`src/rtl/nvram_upload_server.sv`:
```
// nvram_upload_server: serves NVRAM bytes to the data_io upload path
// (ioctl_index 8'hFF). It fetches each byte that data_io requests from a
// read port with RD_LAT clocks of latency and holds it stable on
// o_ioctl_din. Optional feature macro: NVRAM_DIRTY_EN. When it is defined,
// o_nvram_dirty tracks game writes since the last save or restore. When it
// is undefined, o_nvram_dirty is tied low.
module nvram_upload_server #(
  parameter int ADDR_W = 11,
  parameter int RD_LAT = 1
) (
  input  logic              i_clk_sys,
  input  logic              i_reset,
  input  logic              i_ioctl_upload,
  input  logic [7:0]        i_ioctl_index,
  input  logic [24:0]       i_ioctl_addr,
  output logic [7:0]        o_ioctl_din,
  output logic              o_din_valid,
  output logic [ADDR_W-1:0] o_ram_addr,
  output logic              o_ram_rd,
  input  logic [7:0]        i_ram_q,
  output logic              o_game_hold,
  input  logic              i_game_we,
  input  logic              i_restore_wr,
  output logic              o_nvram_dirty
);

  typedef enum logic [1:0] {S_IDLE, S_FETCH, S_WAIT, S_READY} state_t;

  localparam logic [1:0] LP_LAT = 2'(RD_LAT);

  state_t              r_state;
  logic [7:0]          r_ioctl_din;
  logic                r_din_valid;
  logic [ADDR_W-1:0]   r_ram_addr;
  logic                r_ram_rd;
  logic                r_game_hold;
  logic                r_pend;
  logic [1:0]          r_cnt;
  logic [24:0]         r_lat_addr;

  logic w_active;
  logic w_in_range;
  logic w_addr_chg;
  logic w_pend;
  logic w_wait_done;

  assign w_active    = i_ioctl_upload && (i_ioctl_index == 8'hFF);
  assign w_in_range  = (i_ioctl_addr >> ADDR_W) == 25'd0;
  assign w_addr_chg  = i_ioctl_addr != r_lat_addr;
  // A change seen on the very clock the wait expires also forces a refetch.
  assign w_pend      = r_pend | w_addr_chg;
  assign w_wait_done = r_cnt == LP_LAT;

  // Fetch FSM: sequences read strobes and loads the presented byte.
  always_ff @(posedge i_clk_sys) begin
    if (i_reset) begin
      r_state     <= S_IDLE;
      r_ioctl_din <= 8'hFF;
      r_din_valid <= 1'b0;
      r_ram_addr  <= '0;
      r_ram_rd    <= 1'b0;
      r_game_hold <= 1'b0;
      r_pend      <= 1'b0;
      r_cnt       <= 2'd0;
      r_lat_addr  <= 25'd0;
    end else begin
      r_ram_rd <= 1'b0;
      if (!w_active) begin
        // Exit from any state; o_ioctl_din keeps its last value.
        r_state     <= S_IDLE;
        r_din_valid <= 1'b0;
        r_game_hold <= 1'b0;
        r_pend      <= 1'b0;
      end else begin
        case (r_state)
          S_IDLE: begin
            r_state     <= S_FETCH;
            r_game_hold <= 1'b1;
          end
          S_FETCH: begin
            r_lat_addr <= i_ioctl_addr;
            r_pend     <= 1'b0;
            if (w_in_range) begin
              r_ram_addr <= i_ioctl_addr[ADDR_W-1:0];
              r_ram_rd   <= 1'b1;
              r_cnt      <= 2'd0;
              r_state    <= S_WAIT;
            end else begin
              // Beyond the NVRAM: answer 8'hFF without touching the RAM.
              r_ioctl_din <= 8'hFF;
              r_din_valid <= 1'b1;
              r_state     <= S_READY;
            end
          end
          S_WAIT: begin
            if (w_wait_done) begin
              if (w_pend) begin
                // Stale byte: drop it and fetch the new address.
                r_pend  <= 1'b0;
                r_state <= S_FETCH;
              end else begin
                r_ioctl_din <= i_ram_q;
                r_din_valid <= 1'b1;
                r_state     <= S_READY;
              end
            end else begin
              r_cnt  <= r_cnt + 2'd1;
              r_pend <= w_pend;
            end
          end
          S_READY: begin
            if (w_addr_chg) begin
              r_din_valid <= 1'b0;
              r_state     <= S_FETCH;
            end
          end
          default: begin
            r_state <= S_IDLE;
          end
        endcase
      end
    end
  end

  assign o_ioctl_din = r_ioctl_din;
  assign o_din_valid = r_din_valid;
  assign o_ram_addr  = r_ram_addr;
  assign o_ram_rd    = r_ram_rd;
  assign o_game_hold = r_game_hold;

`ifdef NVRAM_DIRTY_EN
  localparam logic [24:0] LP_LAST_ADDR = 25'((1 << ADDR_W) - 1);

  logic r_nvram_dirty;
  logic r_last_seen;
  logic w_load_last;
  logic w_save_done;

  assign w_load_last = (r_state == S_WAIT) && w_wait_done && !w_pend &&
                       w_active && (r_lat_addr == LP_LAST_ADDR);
  assign w_save_done = r_last_seen && !w_active && (r_state != S_IDLE);

  // Dirty tracking: game writes set it; restore or a completed save clear it.
  always_ff @(posedge i_clk_sys) begin
    if (i_reset) begin
      r_nvram_dirty <= 1'b0;
      r_last_seen   <= 1'b0;
    end else begin
      if ((r_state == S_IDLE) && w_active) begin
        r_last_seen <= 1'b0;
      end else if (w_load_last) begin
        r_last_seen <= 1'b1;
      end
      if (i_restore_wr || w_save_done) begin
        r_nvram_dirty <= 1'b0;
      end
      // Game write has priority over any clear on the same clock.
      if (i_game_we) begin
        r_nvram_dirty <= 1'b1;
      end
    end
  end

  assign o_nvram_dirty = r_nvram_dirty;
`else
  logic w_unused_dirty;
  assign w_unused_dirty = i_game_we ^ i_restore_wr;
  assign o_nvram_dirty  = 1'b0;
`endif

endmodule
```
`config.mk`:
```
export PLATFORM = sky130hd
export DESIGN_NAME = nvram_upload_server
export DESIGN_NICKNAME = d
export VERILOG_FILES = /design/src/rtl/nvram_upload_server.sv
export SDC_FILE = /design/constraint.sdc
export NUM_CORES = 1
export LEC_CHECK = 0
export CORE_ASPECT_RATIO = 0.6
export CORE_MARGIN = 5
export CORE_UTILIZATION = 30
export CTS_CLUSTER_DIAMETER = 60
export DETAILED_ROUTE_END_ITERATION = 7
export PLACE_DENSITY_LB_ADDON = 0.12
export SLEW_MARGIN = 30
export SYNTH_ARGS = -nofsm -noshare
export SYNTH_HDL_FRONTEND = slang
export SYNTH_SLANG_ARGS = --single-unit
```
`constraint.sdc`:
```
create_clock -name i_clk_sys -period 1.72 [get_ports i_clk_sys]
set_clock_uncertainty 0.05 [all_clocks]
set_input_delay 0.344 -clock i_clk_sys [delete_from_list [all_inputs] [get_ports i_clk_sys]]
set_output_delay 0.344 -clock i_clk_sys [all_outputs]
set_load 0.05 [all_outputs]
```
======== Word-level counts from Yosys, hierarchy flattened ========
Index checks and enable logic that the tools add are counted.
operators by class
  add/subtract/negate cells ............... 1
  equality and inequality tests ........... 13
  muxes and demuxes ....................... 21
  bitwise operators ....................... 3
  reductions and logical operators ........ 14
operator list
  kind                                                  count
  logical NOT 25 bit                                    1
  != test 25 bit                                        1
  2-to-1 mux 8 bit                                      3
  case mux 8 bit (2 select lines)                       1
  != test 2 bit (second input constant)                 6
  2-to-1 mux 2 bit                                      5
  AND reduction 5 bit                                   2
  equality test 8 bit (second input constant)           1
  2-to-1 mux 1 bit                                      8
  case mux 2 bit (4 select lines)                       1
  AND reduction 2 bit                                   3
  equality test 2 x 1 -> 1 bit (second input constant)  2
  equality test 2 bit (second input constant)           2
  case mux 2 bit (2 select lines)                       1
  AND reduction 4 bit                                   1
  != test 3 bit (second input constant)                 1
  case mux 1 bit (3 select lines)                       1
  AND reduction 3 bit                                   1
  nonzero test 3 bit                                    1
  OR reduction 3 bit                                    1
  adder 2 x 1 -> 2 bit (second input constant)          1
  logical NOT 2 bit                                     1
  NOT 1 bit                                             2
  case mux 1 bit (2 select lines)                       1
  other kinds (4)                                       4
word-level totals
  flip-flop bits (word level) ............. 52
  input bits .............................. 46
  output and inout bits ................... 23
  word-level logic and storage cells ...... 61

======== Logic depth before layout (Yosys ltp) ========
  depth after elaboration ................. 5
  gate-level depth with buffers ........... 9
  mapped depth without buffers ............ 8

======== Worst setup path after synthesis ========
Ideal clock, no wire load.
  kind .................................... register to register
  from .................................... reg r_state[0]
  to ...................................... reg r_ioctl_din[0], in the netlist o_ioctl_din[0]
  setup time .............................. 124 ps
  data arrival time ....................... 1717 ps
  data required time ...................... 1546 ps
  setup slack ............................. -171 ps
  cell stages (with the launch flop) ...... 10
  path buffers ............................ 1
  clock period less this slack ............ 1891 ps
  path through ............................ dfxtp_1 -> inv_1 -> ha_1 -> inv_1 -> nor2_1 -> a21o_1 -> or3_1 -> clkbuf_2 -> nor4_1 -> o21ai_1
between the ends
  cells in the longest elaborated chain, start to end .. 3
  elaborated cells on any way between the ends .. 8
  classes of those cells .................. eq/ne (5); mux (1); reduce/logical (2)
ends and longest elaborated chain
  what                                                                 line  text
  start, declared                                                      31    state_t r_state;
  start signal, assigned                                               57    r_state <= S_IDLE;
  start signal, assigned                                               70    r_state <= S_IDLE;
  start signal, assigned                                               77    r_state <= S_FETCH;
  equality test 2 bit or equality test 2 x 1 -> 1 bit (tied branches)  75    case (r_state)
  != test 2 bit (no line) or nonzero test 2 bit (tied branches)        --
  AND reduction 5 bit (no line)                                        --
  end signal, assigned                                                 102   r_ioctl_din <= i_ram_q;
  end, declared                                                        32    logic [7:0] r_ioctl_din;
Parallel ways exist; a longest one is shown, timed or not.
A chain may end at the register's enable or synchronous reset.

======== Worst setup path after layout ========
  from .................................... reg r_state[0]
  to ...................................... reg r_ioctl_din[4], in the netlist o_ioctl_din[4]
The elaborated chain is that of the path after synthesis.

==> results.cfg <==
[sta]
fin_crit_ns = 1.807
period_share_pct = 105.0
drv_slew = 0
max_freq_mhz = 553.5
final.setup.worst_slack_ns = -0.08675
setup_viol = 10
tns_ns = -0.6519
rsz0062_at_grt = yes
final-hold-violation-count = 0

[layout]
n_fill_cell = 765
stdcell_count = 476
final_common_cell = buf_4
nets = 419
synthToLayoutAreaGrowth_pct = 58.48
final_cell_mix = 65 x buf_4, 48 x dfxtp_1, 44 x nor2_1
final_area_mm2 = 0.003869
antennaDiodeCount = 0
drive_above_1_share_pct = 37.50

[synth]
yosys.area.top_type = dfxtp_1
ys_seq_elements = 52
synth_cell_types = 35
synthCells = 255
synth.avg_cell_area_um2 = 9.573
yosys.area_share.simple_pct = 19.22
yosysWarnings = 0
yosys.area_share.xor_xnor_pct = 8.970
yosysTopAreaCellShare_pct = 42.64
seq_area_frac_synth_pct = 42.64
synth-adder-area-share_pct = 3.075
muxShareOfSynthArea_pct = 15.99
synth_compound_area_share_pct = 6.048
synth_flop_cell = dfxtp_1
synth_top_family_by_area = simple AND/OR/NAND/NOR gates
syn_area_mm2 = 0.002441
synthesis.nets = 307
synthArstFlopShare_pct = 0
yosys-top-cells-area = dfxtp_1 43%, mux2i_1 16%, xnor2_1 9.0%
synth_edf_count = 0

[grt]
grt-ovfl-total = 0
grt_max_degree = 17
grt_first_pass_wirelength_um = 10860
antenna_found_initial = 0
grt_use_total_pct = 13.56
grt_pass1_vias = 2161

[floorplan]
dieWidth_um = 126.5
rows = 25
boundaryPins = 69
dieArea_mm2 = 0.01010
core_area_mm2 = 0.007914
die_h_um = 79.87
start_util_pct = 30.85

[routing]
dr.pass1.iters = 4
ant_nets = 0
drt_iter0_drc = 91
vias = 2154
wire_per_inst_um = 14.34
drc = 0
vias_per_cell = 4.525
drt-total-wl_um = 6826

[place]
hpwl_um = 5053
io_buffers = 65
dp_cells = 461
gp_congestion = 0.8311
pre_cts_ws_ns = -0.8156
dpl_cell_area_mm2 = 0.003482

[clocking]
cts.sinks = 52
clk_latency_ns = 0.29
cts_tree = built
cts_buffers = 5
cts_root_buffer = clkbuf_16
path_clk_slew_ns = 0.07
htreeDepth = 2
cts_max_path_buffers = 2
hold_buffers = 0

[power_and_ir_drop]
ir_drop_uv = 353.2
power_w = 0.002560
powerDensity_mw_per_mm2 = 661.6
p_leak_nw = 1.483

[critical_path]
start_kind = flip-flop
critPathKind = reg -> reg
cp.required_ns = 1.85
cp_slowest_cell = or3_4
critPathBufInv = 2
path_cells = inv_2 -> ha_4 -> inv_4 -> nor2_2 -> a21o_1 -> or3_4 -> nor4_2 -> o21ai_1
path_delay_family = simple AND/OR/NAND/NOR gates
cp_max_fo = 8
max_stage_delay_ns = 0.48
endpoint_kind = flip-flop
arrival_ns = 1.94

[run]
maxCapViolations = 0

[status]
outcome = finished, violations left
violations = negative setup slack

[worst_hold_path]
hold_path.class = in -> reg
## cells by family (layout without fill, tap and decap cells)
family                     after synthesis  in the layout
AOI/OAI and AO/OA                       25             25
DFF                                     52             52
adders and majority gates                6              6
and+or+nand+nor                         88             89
other                                    1              1
muxes                                   39             39
buffers and inverters                   19            131
xor gates and xnor gates                25             25
## per-stage QoR
step / hold slack, ns / util, %
CTS: 0.2824 / 47.62
finish: 0.2903 / 48.89
floorplan: 0.4138 / -
detailed placement: 0.4086 / 44.00
global placement: 0.4086 / 44.00
global route: 0.2837 / 48.89
## final cells by class
cell class / instances / area, um^2 / share of cell area, %
multi-input cells: 185 / 1538 / 39.75
flip-flops and latches: 52 / 1046 / 27.04
repair buffers: 116 / 957.2 / 24.74
well taps: 108 / 135.1 / 3.493
clock buffers: 6 / 128.9 / 3.331
clock inverters: 2 / 35.03 / 0.9056
inverters: 7 / 28.78 / 0.7439
## cells in the mapped netlist, types with 2 or more instances
cell type   n
o21ai_1     8
nand4_1     6
nand2_1     7
or3_1       2
dfxtp_1    52
nor3_2      2
nor2_1     47
ha_1        6
clkbuf_1    6
buf_4       4
nor4_1     12
o21a_1      2
a21oi_1     8
nand3_2     2
mux2i_1    39
nand3_1     3
inv_1       7
xnor2_1    25
## tightest hold or removal path: cells and delay by family
kind	cells	cell delay, ns
buffers and inverters	1	0.11
muxes	1	0.07
and+or+nand+nor	1	0.07
## timing repair
item                       CTS  global route
gates cloned                 0             1
setup endpoints to repair   52            24
gates resized for setup     87            19
hold endpoints to repair     0             0
pin swaps                   29            15
buffers inserted             2             4
## final timing paths
path	start	depth (start not counted)	slack, ns	endpoint
hold reg to reg	o_game_hold	1	0.42	o_game_hold
setup reg to reg	r_state[0]	8	-0.09	o_ioctl_din[4]
hold / removal	i_ioctl_addr[15]	3	0.29	r_lat_addr[15]
setup / recovery	r_state[0]	8	-0.09	o_ioctl_din[4]
## power breakdown
group	internal, W	switching (W)
Sequential	0.00120	0.0000000475
Clock	0.000686	0.000456
Combinational	0.000118	0.0000968
Total	0.00201	0.000553
## registers in the layout, summed over array words and instances, names as in the netlist
name         cells
r_cnt            2
r_lat_addr      25
o_ioctl_din      8
o_ram_rd         1
o_ram_addr      11
r_state          2
r_pend           1
o_game_hold      1
o_din_valid      1
## routing by layer
metal	track usage, %	vias to the layer above	wire (um)
li1	-	1109	-
met1	20.37	990	3571
met2	18.57	47	2799
met3	3.877	8	384
met4	3.533	0	71
met5	0	-	0
(Power assumes the default switching activity.)
